$ cat config.mk
export PLATFORM = sky130hd
export DESIGN_NAME = fifo_ctrl_flat
export DESIGN_NICKNAME = d
export VERILOG_FILES = /design/src/rtl/fifo_pkg.sv /design/src/rtl/fifo_ctrl_if.sv /design/src/rtl/fifo_ctrl_ptr_counter.sv /design/src/rtl/fifo_ctrl.sv /design/src/flat_wrapper.sv
export SDC_FILE = /design/constraint.sdc
export NUM_CORES = 1
export LEC_CHECK = 0
export CORE_MARGIN = 5
export CORE_UTILIZATION = 45
export CTS_CLUSTER_DIAMETER = 100
export CTS_CLUSTER_SIZE = 30
export DETAILED_ROUTE_END_ITERATION = 8
export MAX_ROUTING_LAYER = met4
export PLACE_DENSITY = 0.73
export SLEW_MARGIN = 20
export SYNTH_ARGS = -nofsm -noshare
export SYNTH_HDL_FRONTEND = slang
export SYNTH_HIERARCHICAL = 1
export SYNTH_SLANG_ARGS = --single-unit
$ cat constraint.sdc
create_clock -name clk -period 3.48 [get_ports clk]
set_clock_uncertainty 0.1 [all_clocks]
set_input_delay 0.522 -clock clk [delete_from_list [all_inputs] [get_ports clk]]
set_output_delay 0.522 -clock clk [all_outputs]
set_load 0.03 [all_outputs]
$ cat src/rtl/fifo_pkg.sv
// Shared types and default sizing for the FIFO pointer/flag controller.
// Both the controller and its interface take their default widths from here.
package fifo_pkg;

  typedef enum logic [1:0] {
    ST_EMPTY  = 2'd0,
    ST_ACTIVE = 2'd1,
    ST_FULL   = 2'd2
  } state_e;

  localparam int DEF_DEPTH    = 16;
  localparam int DEF_AW       = 4;
  localparam int DEF_CW       = DEF_AW + 1;
  localparam int DEF_AF_LEVEL = 14;
  localparam int DEF_AE_LEVEL = 2;

endpackage

$ cat src/rtl/fifo_ctrl_if.sv
// Producer/consumer-side handshake, RAM strobes/addresses and status flags of fifo_ctrl.
// master = user logic driving requests, slave = the controller.
interface fifo_ctrl_if
  import fifo_pkg::*;
#(
  parameter int AW = DEF_AW
);
  logic          flush;
  logic          wr_req;
  logic          rd_req;
  logic          clr_err;
  logic          wr_en;
  logic          rd_en;
  logic [AW-1:0] wr_addr;
  logic [AW-1:0] rd_addr;
  logic [AW:0]   count;
  logic          full;
  logic          empty;
  logic          almost_full;
  logic          almost_empty;
  logic          overflow;
  logic          underflow;

  modport master (
    output flush, wr_req, rd_req, clr_err,
    input  wr_en, rd_en, wr_addr, rd_addr, count,
    input  full, empty, almost_full, almost_empty, overflow, underflow
  );

  modport slave (
    input  flush, wr_req, rd_req, clr_err,
    output wr_en, rd_en, wr_addr, rd_addr, count,
    output full, empty, almost_full, almost_empty, overflow, underflow
  );
endinterface

$ cat src/rtl/fifo_ctrl_ptr_counter.sv
// AW-bit address counter that wraps DEPTH-1 -> 0 on its own bit width.
// Used for both the write and the read pointer of fifo_ctrl.
module ptr_counter
  import fifo_pkg::*;
#(
  parameter int AW = DEF_AW
) (
  input  logic          clk,
  input  logic          rst,
  input  logic          clear,
  input  logic          en,
  output logic [AW-1:0] q
);
  localparam logic [AW-1:0] ONE_C = {{(AW-1){1'b0}}, 1'b1};

  logic [AW-1:0] q_r;

  // pointer register: clear has priority over advance
  always_ff @(posedge clk or posedge rst) begin
    if (rst) begin
      q_r <= {AW{1'b0}};
    end else if (clear) begin
      q_r <= {AW{1'b0}};
    end else if (en) begin
      q_r <= q_r + ONE_C;
    end else begin
      q_r <= q_r;
    end
  end

  assign q = q_r;
endmodule

$ cat src/rtl/fifo_ctrl.sv
// FIFO pointer and flag controller: grants RAM read/write strobes against occupancy,
// tracks count/state, and keeps sticky overflow/underflow flags.
module fifo_ctrl
  import fifo_pkg::*;
#(
  parameter int DEPTH    = DEF_DEPTH,
  parameter int AW       = DEF_AW,
  parameter int AF_LEVEL = DEF_AF_LEVEL,
  parameter int AE_LEVEL = DEF_AE_LEVEL
) (
  input  logic        clk,
  input  logic        rst,
  fifo_ctrl_if.slave  bus
);
  localparam logic [AW:0] DEPTH_C = (AW+1)'(DEPTH);
  localparam logic [AW:0] ONE_C   = {{AW{1'b0}}, 1'b1};
  localparam logic [AW:0] AF_C    = (AW+1)'(AF_LEVEL);
  localparam logic [AW:0] AE_C    = (AW+1)'(AE_LEVEL);

  state_e        state_r, state_s;
  logic [AW:0]   count_r, count_s;
  logic          ovf_r, ovf_s;
  logic          unf_r, unf_s;
  logic          full_s, empty_s;
  logic          wr_en_s, rd_en_s;
  logic [AW-1:0] wr_addr_s, rd_addr_s;

  // status decode from registered state, plus same-cycle grants
  always_comb begin
    full_s  = (state_r == ST_FULL);
    empty_s = (state_r == ST_EMPTY);
    wr_en_s = bus.wr_req & ~full_s  & ~bus.flush & ~rst;
    rd_en_s = bus.rd_req & ~empty_s & ~bus.flush & ~rst;
  end

  // next occupancy and state; a simultaneous write+read leaves both unchanged
  always_comb begin
    state_s = state_r;
    count_s = count_r;
    if (bus.flush) begin
      state_s = ST_EMPTY;
      count_s = {(AW+1){1'b0}};
    end else if (wr_en_s && !rd_en_s) begin
      count_s = count_r + ONE_C;
      case (state_r)
        ST_EMPTY:  state_s = ST_ACTIVE;
        ST_ACTIVE: begin
          if (count_r == DEPTH_C - ONE_C) begin
            state_s = ST_FULL;
          end else begin
            state_s = ST_ACTIVE;
          end
        end
        ST_FULL:   state_s = ST_FULL;
        default:   state_s = ST_EMPTY;
      endcase
    end else if (rd_en_s && !wr_en_s) begin
      count_s = count_r - ONE_C;
      case (state_r)
        ST_FULL:   state_s = ST_ACTIVE;
        ST_ACTIVE: begin
          if (count_r == ONE_C) begin
            state_s = ST_EMPTY;
          end else begin
            state_s = ST_ACTIVE;
          end
        end
        ST_EMPTY:  state_s = ST_EMPTY;
        default:   state_s = ST_EMPTY;
      endcase
    end else begin
      state_s = state_r;
      count_s = count_r;
    end
  end

  // sticky errors: a new set event beats a same-cycle clear
  always_comb begin
    ovf_s = (bus.wr_req & full_s)  | (ovf_r & ~bus.clr_err);
    unf_s = (bus.rd_req & empty_s) | (unf_r & ~bus.clr_err);
  end

  // state, occupancy and error registers
  always_ff @(posedge clk or posedge rst) begin
    if (rst) begin
      state_r <= ST_EMPTY;
      count_r <= {(AW+1){1'b0}};
      ovf_r   <= 1'b0;
      unf_r   <= 1'b0;
    end else begin
      state_r <= state_s;
      count_r <= count_s;
      ovf_r   <= ovf_s;
      unf_r   <= unf_s;
    end
  end

  ptr_counter #(.AW(AW)) u_wr_ptr (
    .clk   (clk),
    .rst   (rst),
    .clear (bus.flush),
    .en    (wr_en_s),
    .q     (wr_addr_s)
  );

  ptr_counter #(.AW(AW)) u_rd_ptr (
    .clk   (clk),
    .rst   (rst),
    .clear (bus.flush),
    .en    (rd_en_s),
    .q     (rd_addr_s)
  );

  assign bus.wr_en        = wr_en_s;
  assign bus.rd_en        = rd_en_s;
  assign bus.wr_addr      = wr_addr_s;
  assign bus.rd_addr      = rd_addr_s;
  assign bus.count        = count_r;
  assign bus.full         = full_s;
  assign bus.empty        = empty_s;
  assign bus.almost_full  = (count_r >= AF_C);
  assign bus.almost_empty = (count_r <= AE_C);
  assign bus.overflow     = ovf_r;
  assign bus.underflow    = unf_r;
endmodule
$ cat src/flat_wrapper.sv
// flat-port wrapper written by rule: the top's interface ports become plain ports
module fifo_ctrl_flat import fifo_pkg::*;
#(
  parameter int DEPTH    = DEF_DEPTH,
  parameter int AW       = DEF_AW,
  parameter int AF_LEVEL = DEF_AF_LEVEL,
  parameter int AE_LEVEL = DEF_AE_LEVEL
)
  (clk, rst, bus_flush, bus_wr_req, bus_rd_req, bus_clr_err, bus_wr_en, bus_rd_en, bus_wr_addr, bus_rd_addr, bus_count, bus_full, bus_empty, bus_almost_full, bus_almost_empty, bus_overflow, bus_underflow);
  fifo_ctrl_if #(.AW(AW)) bus_i ();
  input  logic clk;
  input  logic rst;
  input wire logic [$bits(bus_i.flush)-1:0] bus_flush;
  input wire logic [$bits(bus_i.wr_req)-1:0] bus_wr_req;
  input wire logic [$bits(bus_i.rd_req)-1:0] bus_rd_req;
  input wire logic [$bits(bus_i.clr_err)-1:0] bus_clr_err;
  output wire logic [$bits(bus_i.wr_en)-1:0] bus_wr_en;
  output wire logic [$bits(bus_i.rd_en)-1:0] bus_rd_en;
  output wire logic [$bits(bus_i.wr_addr)-1:0] bus_wr_addr;
  output wire logic [$bits(bus_i.rd_addr)-1:0] bus_rd_addr;
  output wire logic [$bits(bus_i.count)-1:0] bus_count;
  output wire logic [$bits(bus_i.full)-1:0] bus_full;
  output wire logic [$bits(bus_i.empty)-1:0] bus_empty;
  output wire logic [$bits(bus_i.almost_full)-1:0] bus_almost_full;
  output wire logic [$bits(bus_i.almost_empty)-1:0] bus_almost_empty;
  output wire logic [$bits(bus_i.overflow)-1:0] bus_overflow;
  output wire logic [$bits(bus_i.underflow)-1:0] bus_underflow;
  assign bus_i.flush = bus_flush;
  assign bus_i.wr_req = bus_wr_req;
  assign bus_i.rd_req = bus_rd_req;
  assign bus_i.clr_err = bus_clr_err;
  assign bus_wr_en = bus_i.wr_en;
  assign bus_rd_en = bus_i.rd_en;
  assign bus_wr_addr = bus_i.wr_addr;
  assign bus_rd_addr = bus_i.rd_addr;
  assign bus_count = bus_i.count;
  assign bus_full = bus_i.full;
  assign bus_empty = bus_i.empty;
  assign bus_almost_full = bus_i.almost_full;
  assign bus_almost_empty = bus_i.almost_empty;
  assign bus_overflow = bus_i.overflow;
  assign bus_underflow = bus_i.underflow;
  fifo_ctrl #(.DEPTH(DEPTH), .AW(AW), .AF_LEVEL(AF_LEVEL), .AE_LEVEL(AE_LEVEL)) u_core (.clk(clk), .rst(rst), .bus(bus_i));
endmodule
; After elaboration in Yosys (flattened, before gate mapping)
; Index checks and enable logic that the tools add are counted.
[op_classes]
n_mul = 0
n_div = 0
order_cmp = 2
shifts = 0
n_reduce_logical = 8
mux = 14
addsub = 4
n_bitwise = 17
n_eq_ne = 4
[op_table]
columns = cell, n
row1 = 2-to-1 mux 4 bit, 4
row2 = 2-to-1 mux 5 bit, 3
row3 = bitwise AND 1 bit, 10
row4 = "adder 4 x 1 -> 4 bit, second input constant", 2
row5 = 2-to-1 mux 2 bit, 4
row6 = case mux 2 bit (3 select lines), 1
row7 = "adder 5 x 1 -> 5 bit, second input constant", 1
row8 = "== test 5 x 1 -> 1 bit, second input constant", 1
row9 = "== test 5 x 4 -> 1 bit, second input constant", 1
row10 = ">= comparator 5 x 4 -> 1 bit, second input constant", 1
row11 = "<= comparator 5 x 2 -> 1 bit, second input constant", 1
row12 = NOT 1 bit, 5
row13 = "subtractor 5 x 1 -> 5 bit, second input constant", 1
row14 = case mux 2 bit (2 select lines), 1
row15 = nonzero test 2 bit, 2
row16 = nonzero test 3 bit, 1
row17 = "== test 2 x 1 -> 1 bit, second input constant", 1
row18 = "== test 2 bit, second input constant", 1
row19 = logical AND 1 bit, 2
row20 = logical NOT 1 bit, 2
row21 = logical NOT 2 bit, 1
row22 = OR 1 bit, 2
row23 = 2-to-1 mux 1 bit, 1
[totals]
inputBits = 6
latchBits = 0
register_bits = 17
word_cells = 55
mem_count = 0
out_inout_bits = 21
romBits = 0
mem_bits_rw = 0

; Longest topological paths before layout
; Gate-level depths: netlist of run 1.
[logic_depth]
ltp_word = 10
depth_mapped = 8
mapped_depth_nobuf = 7

; By module
; The synthesis of run 1 kept the hierarchy.
[by_module_without_submodules]
columns = module, area_each_um2, instances, seq_area_each_um2, cells_per_inst
row1 = fifo_ctrl, 802.0, 1, 225.2, 92
row2 = ptr_counter, 196.4, 2, 100.1, 17

; Least setup slack after synthesis of run 1
; No wires, ideal clock.
[synth_timing]
path_kind = reg2reg
startpoint = register u_core.state_r[0]
endpoint = register u_core.u_rd_ptr.q_r[3] (netlist: u_core/u_rd_ptr/q[3])
t_required_ps = 3255
setup_slack_ps = 600
t_arrival_ps = 2655
path_stages_with_launch = 8
synth_period_minus_slack_ps = 2880
path_cell_list = dfrtp_1 inv_1 ha_1 nand2b_1 buf_6 nor3_1 nand4_1 mux2_4
[synth_between]
elab_chain_len = 6
[synth_rtl]
columns = element, line_no
row1 = from (decl), fifo_ctrl.sv:20  ; state_e state_r, state_s;
row2 = from (signal assigned), fifo_ctrl.sv:91  ; state_r <= state_s;
row3 = logical NOT 2 bit, fifo_ctrl.sv:31  ; empty_s = (state_r == ST_EMPTY);
row4 = via bus_empty, flat_wrapper.sv:23  ; output wire logic [$bits(bus_i.empty)-1:0] bus_empty;
row5 = NOT 1 bit, fifo_ctrl.sv:33  ; rd_en_s = bus.rd_req & ~empty_s & ~bus.flush & ~rst;
row6 = bitwise AND 1 bit (3 in series), fifo_ctrl.sv:33
row7 = via bus_rd_en, flat_wrapper.sv:18  ; output wire logic [$bits(bus_i.rd_en)-1:0] bus_rd_en;
row8 = nonzero test 2 bit (no source line), n/a
row9 = to (signal assigned), fifo_ctrl_ptr_counter.sv:23  ; q_r <= {AW{1'b0}};
row10 = to (signal assigned), fifo_ctrl_ptr_counter.sv:25  ; q_r <= q_r + ONE_C;
row11 = to (signal assigned), fifo_ctrl_ptr_counter.sv:27  ; q_r <= q_r;
row12 = to (decl), fifo_ctrl_ptr_counter.sv:16  ; logic [AW-1:0] q_r;
; The timed path passes the listed nets, and every way through them passes these cells.
; A chain may end at the register's enable or synchronous reset.

; Final worst setup path of run 1
[layout_timing]
startpoint = register u_core.state_r[1]
endpoint = output bus_rd_en
[layout_between]
elab_chain_len = 5
[layout_rtl]
columns = element, line_no
row1 = logical NOT 2 bit, fifo_ctrl.sv:31
row2 = NOT 1 bit, fifo_ctrl.sv:33
row3 = bitwise AND 1 bit (3 in series), fifo_ctrl.sv:33
row4 = to (decl), flat_wrapper.sv:18
; Every way passes these cells.

==> impl_metrics.tcl, run 1 <==
set metrics [dict create \
    outcome "finished, final reports clean" \
    grt_pass1_wl_um 4930 \
    overflow 0 \
    syn_inst 126 \
    ys_ff_latch 17 \
    clk_pin_slew_ps 100 \
    dieWidth_um 61.5 \
    grt_max_degree 16 \
    syn_nets 143 \
    dr.pass1.iters 5 \
    drtIter0Drc 42 \
    crit_required_ps 2860 \
    max_cap_viol_count 0 \
    combPwrFrac 0.300 \
    power_density_nw_per_um2 316 \
    clockRootBuffer "clkbuf_4" \
    r2r_setup_slack_ps 1230 \
    synth-edff-count 0 \
    dp_slack_ps 653 \
    floorplan.initialDensity 0.478 \
    cts_buffer_depth 2 \
    synth_area_sq_um 1190 \
    synthFlopType "dfrtp_1" \
    wl_um 2770 \
    slowest_stage "clkdlybuf4s50_1" \
    rows 18 \
    h-tree-depth 1 \
    layout.nets 173 \
    ant_nets 0 \
    grt_pass1_vias 1066 \
    maxSlewHeadroom 0.673 \
    switching_power_uw 164 \
    path_class "reg -> out" \
    vias 1024 \
    yosys_warnings 6 \
    drc 0 \
    p_seq_frac 0.465 \
    fin_crit_sh 0.848 \
    final.min_clock_period_ps 2950 \
    cts_sinks 17 \
    final-max-slew-violation-count 0 \
    drive_gt1_frac 0.0903 \
    place_hpwl_um 2100 \
    num_antenna_cells 0 \
    leakage_uw 0.000661 \
    antenna_found_initial 0 \
    cts_made_buffers 3 \
    syn_area_per_cell_sq_um 9.48 \
    crit_path_start_kind "flop" \
    setup_violations 0 \
    crit_path_end_kind "output port" \
    vdd_drop_max_uv 285 \
    async_flop_share 1.00 \
    cts_tree "yes" \
    seq_area_frac_synth 0.356 \
    cp_max_fo 9 \
    p_sw_frac 0.346 \
    ios 27 \
    place_congestion 0.865 \
    synthToLayoutAreaGrowth_pct 25.8 \
    core_area_sq_um 2500 \
    synth.distinct_cells 38 \
    cts_resized 0 \
    io_buffers 26 \
    insertion_delay_ps 300 \
    cp_cell_sequence "inv_1 -> ha_1 -> nand2b_1 -> nor3_1 -> clkdlybuf4s50_1" \
    arrival_ps 2330 \
    finalHoldViolCount 0 \
    tns_ps 0 \
    max_freq_ghz 0.339 \
    cts_hold_buf 0 \
    design.die.area_sq_um 3790 \
    post-cts-setup-buffers 0 \
    pwr-share-clk 0.235 \
    power.internal_uw 310 \
    grtUsageTotal 0.180 \
    max_stage_delay_ps 720 \
    placed_cell_area_sq_um 1480 \
    via_per_inst 5.54 \
    setup_ws_ps 531 \
    hold_class "reg -> reg" \
    tightest_slew_ps 486 \
    rsz0062_at_grt "no" \
    dieHeight_um 61.5 \
    fin_area_sq_um 1500 \
    wl_per_cell_um 15.0 \
]
worst max-delay path: cells and delay by family, from the launching register on:
kind                     cells  cell delay, ps
flip-flops                   1             420
AND/OR/NAND/NOR              2             560
adder cells (fa/ha/maj)      1             230
buffers and inverters        2             820
power by group through the flow:
| stage | clock, uW | sequential [uW] | combinational [uW] |
|---|---|---|---|
| 2_1_floorplan | 0 | 237 | 76.6 |
| 3_3_place_gp | 0 | 224 | 140 |
| 3_5_place_dp | 0 | 224 | 142 |
| 4_1_cts | 115 | 220 | 143 |
| 5_1_grt | 121 | 223 | 156 |
| 6_report | 111 | 221 | 143 |
synthesized netlist by cell type, drive strengths merged, types with 2 or more instances:
cell    instances  share of area
dfrtp          17           0.36
nor2           12          0.038
ha             11           0.12
inv            11          0.035
a21oi           9          0.038
nand2           8          0.027
buf             4          0.032
mux2            3          0.035
mux2i           3          0.025
nand2b          3          0.016
nand4           3          0.016
nor2b           3          0.016
nor3            3          0.013
o211ai          3          0.019
o21ai           3          0.013
xnor2           3          0.022
a211oi          2          0.013
a21bo           2          0.017
a21boi          2          0.013
and3            2          0.010
nand3           2         0.0084
nand3b          2          0.013
or3             2          0.010
or4             2          0.013
cells by family after synthesis:
group	synth area share
and+or+nand+nor	0.220
AOI/OAI and AO/OA	0.153
DFF	0.356
buffers and inverters	0.0670
adders and majority gates	0.115
muxes	0.0597
xor gates and xnor gates	0.0293
per-layer routing:
| layer | part of all wire | vias up | track usage |
|---|---|---|---|
| met3 | 0.044 | 5 | 0.0210 |
| met5 | 0 | - | - |
| met2 | 0.45 | 30 | 0.268 |
| li1 | - | 503 | - |
| met4 | 0.015 | 0 | 0.0697 |
| met1 | 0.49 | 486 | 0.249 |
flip-flops by register name (all words and copies together), names as in the netlist:
name	cells
u_core/bus.count	5
u_core/u_rd_ptr/q	4
u_core/u_wr_ptr/q	4
u_core/state_r	2
u_core/bus.overflow	1
u_core/bus.underflow	1
area by class of cell:
type	instances	area, sq um
fillers	228	997
multi-input cells	94	689
flip-flops and latches	17	425
repair buffers	29	283
inverters	11	41.3
well taps	30	37.5
clock buffers	4	26.3
layout by cell type (no fill, tap or decap), drive strengths merged:
| master | Yosys | routed |
|---|---|---|
| o32ai | 1 | 1 |
| or3 | 2 | 2 |
| o211ai | 3 | 3 |
| nand4 | 3 | 3 |
| nor3 | 3 | 3 |
| and3 | 2 | 2 |
| a21boi | 2 | 2 |
| nor4b | 1 | 1 |
| a21o | 1 | 1 |
| nor2b | 3 | 3 |
| a21oi | 9 | 9 |
| mux2i | 3 | 3 |
| clkdlybuf4s50 | 0 | 26 |
| or4 | 2 | 2 |
| nand2b | 3 | 3 |
| o2111ai | 1 | 1 |
| a21bo | 2 | 2 |
| xor2 | 1 | 1 |
| inv | 11 | 11 |
| or4bb | 1 | 1 |
| nand3b | 2 | 2 |
| nand2 | 8 | 8 |
| nor4 | 1 | 1 |
| ha | 11 | 11 |
| a31oi | 1 | 1 |
| and2 | 1 | 1 |
| a211oi | 2 | 2 |
| buf | 4 | 3 |
| clkbuf | 0 | 4 |
| mux2 | 3 | 3 |
| xnor2 | 3 | 3 |
| dfrtp | 17 | 17 |
| nand3 | 2 | 2 |
| a311oi | 1 | 1 |
| o311a | 1 | 1 |
| nor2 | 12 | 12 |
| o21ai | 3 | 3 |
metrics by stage:
stage	power (uW)	hold WS [ps]	util	instances
after floorplan	314	188	-	126
after global placement	364	418	0.591	181
after detailed placement	367	421	0.591	181
after CTS	478	436	0.601	185
after global routing	500	494	0.601	185
final	474	437	0.601	185
worst paths after layout:
check / startpoint / endpoint / depth (start not counted)
min reg2reg: u_core/bus.underflow / u_core/bus.underflow / 2
max: u_core/state_r[1] / bus_rd_en / 5
max in group asynchronous: rst / u_core/bus.count[2] / 2
min in group asynchronous: rst / u_core/u_wr_ptr/q[2] / 2
max reg2reg: u_core/state_r[0] / u_core/bus.count[2] / 7
min: u_core/bus.underflow / u_core/bus.underflow / 2
(Power assumes the default switching activity.)
==> run 2, diff against run 1 <==
clock period = 3 ns   (was 3.48 ns; I/O delays follow)
==> impl_metrics.tcl, run 2 (synthesis results as in run 1) <==
set metrics [dict create \
    leakage_uw 0.000665 \
    setup_ws_ps 508 \
    endpoint "bus_almost_empty" \
    power_density_nw_per_um2 362 \
    final.min_clock_period_ps 2490 \
    ios 27 \
    ant_nets 0 \
    cts_made_buffers 3 \
    max_cap_viol_count 0 \
    finalHoldViolCount 0 \
    maxSlewHeadroom 0.658 \
    final-max-slew-violation-count 0 \
    startpoint "u_core/bus.count[3]" \
    floorplan.initialDensity 0.478 \
    num_antenna_cells 0 \
    outcome "finished, final reports clean" \
    reg2reg_from "u_core/state_r[0]" \
    grt_pass1_wl_um 4710 \
    cts_buffer_depth 2 \
    cts_hold_buf 0 \
    clk_pin_slew_ps 100 \
    place_hpwl_um 2130 \
    final_common_cell "clkdlybuf4s50_1" \
    crit_path_end_kind "output port" \
    dieHeight_um 61.5 \
    grt_pass1_vias 1018 \
    cts_tree "yes" \
    fillers 224 \
    drc 0 \
    clockRootBuffer "clkbuf_4" \
    r2r_cells 6 \
    holdCritStartpoint "u_core/bus.overflow" \
    insertion_delay_ps 280 \
    antenna_found_initial 0 \
    arrival_ps 1940 \
    max_freq_ghz 0.401 \
    fin_crit_sh 0.831 \
    finalNonFillerCells 185 \
    final_cell_mix "clkdlybuf4s50_1, dfrtp_1, nor2_1" \
    vias 1023 \
    crit_path_start_kind "flop" \
    layout.nets 173 \
    cts_sinks 17 \
    drtIter0Drc 43 \
    synthToLayoutAreaGrowth_pct 25.3 \
    utilization 0.599 \
    design.die.area_sq_um 3790 \
    h-tree-depth 1 \
    post-cts-setup-buffers 0 \
    dieWidth_um 61.5 \
    setup_violations 0 \
    io_buffers 26 \
    cts_resized 0 \
    overflow 0 \
    placedCellCount 181 \
    path_class "reg -> out" \
    tns_ps 0 \
    dp_slack_ps 531 \
    place_congestion 0.854 \
    cp_max_fo 7 \
    crit_required_ps 2450 \
    r2r_setup_slack_ps 780 \
    hold_class "reg -> reg" \
    wl_um 2760 \
    wl_per_cell_um 14.9 \
    largest_reg_flops 5 \
    r2r_end "u_core/bus.count[3]" \
    rsz0062_at_grt "no" \
    drive_gt1_frac 0.103 \
    grtUsageTotal 0.167 \
    tightest_slew_ps 509 \
    core_area_sq_um 2500 \
    via_per_inst 5.53 \
    vdd_drop_max_uv 215 \
    dr.pass1.iters 4 \
    rows 18 \
    grt_max_degree 22 \
]
## run 2: per-layer routing
metal  wire length (um)  track usage  part of all wire  up-vias
met5                  0            -                 0        -
met4                  0       0.0182                 0        0
met3                109       0.0252             0.040        0
met2               1400        0.280              0.51       29
met1               1240        0.219              0.45      491
li1                   -            -                 -      503
## run 2: area by class of cell
class / count / area, sq um / area share
well taps: 30 / 37.5 / 0.0251
multi-input cells: 94 / 689 / 0.460
repair buffers: 29 / 278 / 0.185
flip-flops and latches: 17 / 425 / 0.284
inverters: 11 / 41.3 / 0.0276
clock buffers: 4 / 26.3 / 0.0175
## run 2: metrics by stage
stage | hold slack, ps | instance area (sq um) | total power (uW)
after floorplan | 116 | 1190 | 364
after global placement | 422 | 1470 | 422
after detailed placement | 440 | 1470 | 426
after CTS | 455 | 1500 | 548
after global routing | 492 | 1500 | 576
final | 443 | 1500 | 542
## run 2: how the worst min path moves through the flow
stage                            to  cells after the start
2_1_floorplan  u_core/u_rd_ptr/q[0]                      1
3_3_place_gp   u_core/bus.underflow                      2
3_5_place_dp    u_core/bus.overflow                      2
4_1_cts         u_core/bus.overflow                      2
5_1_grt         u_core/bus.overflow                      2
6_report        u_core/bus.overflow                      2
## run 2: critical path, stage by stage (launching register included)
cell             delay, ps
dfrtp_1                470
nor3_1                 290
a21boi_0               210
clkdlybuf4s50_1        690
## run 2: report_power, final
| group | switching (uW) | internal [uW] | leakage [uW] |
|---|---|---|---|
| sequential | 16.6 | 239 | 0.000231 |
| clock | 69.4 | 51.6 | 0.0000150 |
| combinational | 96.5 | 68.6 | 0.000419 |
| total | 182 | 359 | 0.000665 |
